--- src/rtl/axis_trace_tx.sv ---
// rtl/axis_trace_tx.sv - timestamped trace event packer driving an AXIS master port
//
// Purpose: stamps each captured event with a free-running timestamp and emits
// it as one {id, timestamp} beat. Beats are grouped into C_PKT_LEN-beat packets
// delimited by tlast. A packet left idle for C_FLUSH_TIMEOUT cycles is closed by
// a marker beat {all-ones, timestamp}. Events that find the output beat occupied
// are dropped and counted.
//
// Ports:
//   clk, reset           single clock, synchronous active-high reset
//   enable               event capture enable (disabled strobes are not drops)
//   event_valid/event_id one-cycle event strobe and its identifier
//   out_tdata/out_tvalid/out_tready/out_tlast  AXIS master (FIFO write side)
//   dropped_count        saturating count of dropped events
module axis_trace_tx #(
   parameter int C_DATA_WIDTH    = 32,
   parameter int C_ID_WIDTH      = 8,
   parameter int C_PKT_LEN       = 4,
   parameter int C_FLUSH_TIMEOUT = 64
) (
   input  logic                    clk,
   input  logic                    reset,
   input  logic                    enable,
   input  logic                    event_valid,
   input  logic [C_ID_WIDTH-1:0]   event_id,
   output logic [C_DATA_WIDTH-1:0] out_tdata,
   output logic                    out_tvalid,
   input  logic                    out_tready,
   output logic                    out_tlast,
   output logic [15:0]             dropped_count
);

   localparam int TS_W = C_DATA_WIDTH - C_ID_WIDTH;
   localparam int BC_W = $clog2(C_PKT_LEN);
   localparam int TC_W = $clog2(C_FLUSH_TIMEOUT + 1);

   typedef enum logic [1:0] {S_IDLE, S_PKT, S_FLUSH} state_t;

   state_t                  state_q;
   logic [TS_W-1:0]         ts_q;
   logic [TS_W-1:0]         ts_d;
   logic [BC_W-1:0]         bcnt_q;
   logic [TC_W-1:0]         tcnt_q;
   logic [15:0]             drop_q;
   logic [15:0]             drop_d;
   logic [C_DATA_WIDTH-1:0] tdata_q;
   logic                    tvalid_q;
   logic                    tlast_q;

   logic ev;
   logic slot_free;
   logic expire;
   logic flush_due;
   logic pkt_end;

   assign ev        = enable && event_valid;
   // The beat register may be overwritten when empty or when its beat is
   // handed off in this same cycle.
   assign slot_free = !tvalid_q || out_tready;
   // Expiry is the idle cycle in which tcnt would reach the timeout, so the
   // marker can be loaded in that cycle and appear one cycle later.
   assign expire    = (state_q == S_PKT) && !ev &&
                      (tcnt_q == TC_W'(C_FLUSH_TIMEOUT - 1));
   assign flush_due = (state_q == S_FLUSH) || expire;
   // An event accepted while a flush is pending closes the packet itself.
   assign pkt_end   = (bcnt_q == BC_W'(C_PKT_LEN - 1)) || (state_q == S_FLUSH);
   assign ts_d      = ts_q + 1'b1;
   assign drop_d    = (drop_q == 16'hFFFF) ? drop_q : drop_q + 16'd1;

   always_ff @(posedge clk) begin
      if (reset) begin
         state_q  <= S_IDLE;
         ts_q     <= '0;
         bcnt_q   <= '0;
         tcnt_q   <= '0;
         drop_q   <= '0;
         tdata_q  <= '0;
         tvalid_q <= 1'b0;
         tlast_q  <= 1'b0;
      end else begin
         ts_q <= ts_d;
         // Handshake empties the register unless a load below refills it.
         if (tvalid_q && out_tready) begin
            tvalid_q <= 1'b0;
         end
         if (ev) begin
            tcnt_q <= '0;
            if (slot_free) begin
               tvalid_q <= 1'b1;
               tdata_q  <= {event_id, ts_q};
               if (pkt_end) begin
                  tlast_q <= 1'b1;
                  bcnt_q  <= '0;
                  state_q <= S_IDLE;
               end else begin
                  tlast_q <= 1'b0;
                  bcnt_q  <= bcnt_q + 1'b1;
                  state_q <= S_PKT;
               end
            end else begin
               drop_q <= drop_d;
            end
         end else if (flush_due) begin
            if (slot_free) begin
               tvalid_q <= 1'b1;
               tdata_q  <= {{C_ID_WIDTH{1'b1}}, ts_q};
               tlast_q  <= 1'b1;
               bcnt_q   <= '0;
               tcnt_q   <= '0;
               state_q  <= S_IDLE;
            end else begin
               state_q  <= S_FLUSH;
            end
         end else if (state_q == S_PKT) begin
            tcnt_q <= tcnt_q + 1'b1;
         end
      end
   end

   assign out_tdata     = tdata_q;
   assign out_tvalid    = tvalid_q;
   assign out_tlast     = tlast_q;
   assign dropped_count = drop_q;

endmodule

--- config.mk ---
export PLATFORM = sky130hd
export DESIGN_NAME = axis_trace_tx
export DESIGN_NICKNAME = d
export VERILOG_FILES = /design/src/rtl/axis_trace_tx.sv
export SDC_FILE = /design/constraint.sdc
export NUM_CORES = 1
export LEC_CHECK = 0
export CORE_ASPECT_RATIO = 2
export CORE_MARGIN = 2
export CORE_UTILIZATION = 55
export DETAILED_ROUTE_END_ITERATION = 7
export GPL_TIMING_DRIVEN = 0
export PLACE_DENSITY = 0.82
export SLEW_MARGIN = 15
export SYNTH_ARGS = -nofsm -noshare
export SYNTH_HDL_FRONTEND = slang
export SYNTH_SLANG_ARGS = --single-unit
--- constraint.sdc ---
create_clock -name clk -period 5.3 [get_ports clk]
set_input_delay 1.325 -clock clk [delete_from_list [all_inputs] [get_ports clk]]
set_output_delay 1.325 -clock clk [all_outputs]
set_load 0.02 [all_outputs]
==> summary.md <==
| Metric | Value |
|---|---|
| Setup Fix Bufs, Post-CTS | 0 |
| RSZ-0062 raised after global routing | false |
| Slew headroom | 0.5859 |
| Num Clock Sinks | 85 |
| Vias/cell | 6.070 |
| Crit-path max FO | 10 |
| Clk slew on worst S/H paths | 60 ps |
| Gr usage total | 0.2581 |
| Initial Util | 0.5580 |
| Startpoint types | input port |
| #FFs+latches synth | 85 |
| Commonest cells after routing, fill and taps aside | 85 x dfxtp_1, 61 x clkdlybuf4s50_1, 57 x a21oi_1 |
| Initial antenna violation count | 0 |
| CP endpoint kind | flip-flop |
| N_diodes | 0 |
| Library cells used by synthesis | 53 |
| CTS max path bufs | 2 |
| Residual DRC count | 0 |
| Async set-or-reset flop fraction in the synthesized netlist | 0 |
| P_leak | 1.535 nW |
| Buf+Inv Stages, Crit Path | 1 |
| Row count | 43 |
| GP Congestion | 0.9030 |
| Largest incremental delay on the critical path | 630 ps |
| Vias in the first global route | 3,321 |
| Die area | 7654 um2 |
| DRT iter0 DRCs | 240 |
| PostCTS Resize Cnt | 0 |
| Critical setup path kind | input port to flip-flop |
| Ys Warns | 0 |
| Slew Viols, Final | 0 |
| Post-synthesis cell count | 437 |
| Slew @ Worst Pin | 621.2 ps |
| CP max stage cell | or4_1 |
| Cell mode on critical path | or4_1 |
| Final wirelength | 9578 um |
| Largest net degree at the start of global routing | 15 |
| CP Cell Sequence | clkdlybuf4s50_1, nand4b_1, or4_1, or4_1, a21oi_1 |
| Count of final setup violators | 0 |
| Post-route ant nets | 0 |
| Routed met1 length | 4116 um |
| DR vias | 3,666 |
| Hold buffers post-CTS | 0 |
| Area growth syn-to-layout | 27.31% |
| Dpl cells | 588 |
| Core ar. | 6833 um2 |
| Power Dens Cells | 289.5 nW/um2 |
| Worst VDD drop | 0.0002172 V |
| Final min period | 3307 ps |
| Setup tns final | 0 ps |
| Clk_lat worst skew | 340 ps |
| Share of cells above drive strength 1 | 0.07393 |
| Num CTS Buffers | 9 |
| Fillcell total | 552 |
| CTS tree | built |
| Status | finished, final reports clean |
| Max_cap viols | 0 |
| PortBufs | 61 |
| Hold Path Class | flip-flop to flip-flop |
| DR WL met3 | 483 um |
| Achievable clock frequency | 302.4 MHz |
| Die W | 62.87 um |
| Leading cell type in the layout, fill and taps excluded | dfxtp_1 |
| # H-tree levels | 3 |
| Total power | 0.001405 W |
| Tcrit/Tclk final | 0.6240 |
| Chip height | 121.7 um |
| Clock skew | 6.361 ps |
| Primary FF master, synth | dfxtp_1 |
| Ports | 63 |
| Finished Layout Cells | 604 |
| Mean post-synth cell area | 8.724 um2 |
| Final Util | 0.7103 |
| Global route overflow | 0 |
| Top delay family on crit path | simple AND/OR/NAND/NOR gates |
| Wire length of the first global-routing pass | 15,710 um |
| Register area share after synthesis | 0.4463 |
| Arrival @ worst endpoint | 3570 ps |
| Final #Nets | 526 |
| Mapped Area | 3812 um2 |
| WL met2 | 4738 um |
| Mapped Nets | 454 |
| DR WL/cell | 15.86 um |
| Drt pass-1 iters | 5 |
| Max Used Layer | met4 |
| Worst Path Required | 5570 ps |
| Root Buffer | clkbuf_16 |
| Dpl hpwl | 6791 um |
| Final hold vios | 0 |
| Post-synth EDFFs | 0 |
## kinds of logic (layout without fill, tap and decap cells)
| logic type | count (synthesis) | count (layout) | synth area share |
|---|---|---|---|
| AOI/OAI and AO/OA | 132 | 132 | 0.2110 |
| xor gates and xnor gates | 11 | 11 | 0.02527 |
| adders and majority gates | 4 | 4 | 0.01313 |
| buffers and inverters | 38 | 115 | 0.03938 |
| DFF | 85 | 85 | 0.4463 |
| muxes | 4 | 4 | 0.01149 |
| and+or+nand+nor | 163 | 163 | 0.2534 |
## power breakdown
part / switching [W] / internal, W / total (W)
Combinational: 0.0000491 / 0.0000348 / 0.0000840
Clock: 0.000251 / 0.000414 / 0.000665
Sequential: 0.00000726 / 0.000649 / 0.000656
## synthesized netlist by cell type (all sizes together) (6+ instances only)
master	number	area (um2)
clkbuf	23	86.33
o21ai	35	175.2
a21oi	57	285.3
nand3b	18	135.1
nand2	23	86.33
or3	17	108.9
or4	12	90.09
nor3	16	80.08
o31ai	10	75.07
xnor2	6	52.55
nand4	12	81.33
o221a	8	90.09
nand3	11	55.05
nor2	20	75.07
inv	11	41.29
dfxtp	85	1702
## path summary, 6_finish.rpt
| check | from | to | slack [ps] | depth (start not counted) |
|---|---|---|---|---|
| worst max-delay path | out_tready | dropped_count[11] | 1990 | 5 |
| worst min-delay path | tcnt_q[6] | tcnt_q[6] | 460 | 1 |
| worst max register to register | ts_q[0] | ts_q[18] | 3030 | 6 |
| worst min register to register | tcnt_q[6] | tcnt_q[6] | 460 | 1 |
## state kept, by name, summed over array words and instances, names as in the netlist
| signal | flops |
|---|---|
| bcnt_q | 2 |
| state_q | 2 |
| ts_q | 24 |
| out_tvalid | 1 |
| dropped_count | 16 |
| out_tlast | 1 |
| tcnt_q | 7 |
| out_tdata | 32 |
## per-layer routing
metal  up-vias  GRT usage
met5         -          0
met4         0     0.1097
met3        17    0.04986
met2       130     0.4348
met1      1733     0.3194
li1       1786          -
## stage by stage
step	instance area [um2]	hold WS (ps)	setup WS, ps
floorplan	3812	431.9	2456
global placement	4536	442.4	1710
detailed placement	4536	452.0	1711
CTS	4853	460.0	2048
global route	4853	472.6	1932
finish	4853	456.9	1993
## final cells by class
type / count / area [um2] / share of cell area
well taps: 90 / 112.6 / 0.02320
repair buffers: 61 / 610.6 / 0.1258
inverters: 11 / 41.29 / 0.008507
plain buffers: 27 / 108.9 / 0.02243
clock buffers: 11 / 232.7 / 0.04795
multi-input cells: 314 / 1961 / 0.4040
clock inverters: 5 / 85.08 / 0.01753
flip-flops and latches: 85 / 1702 / 0.3506
(Power assumes the default switching activity.)
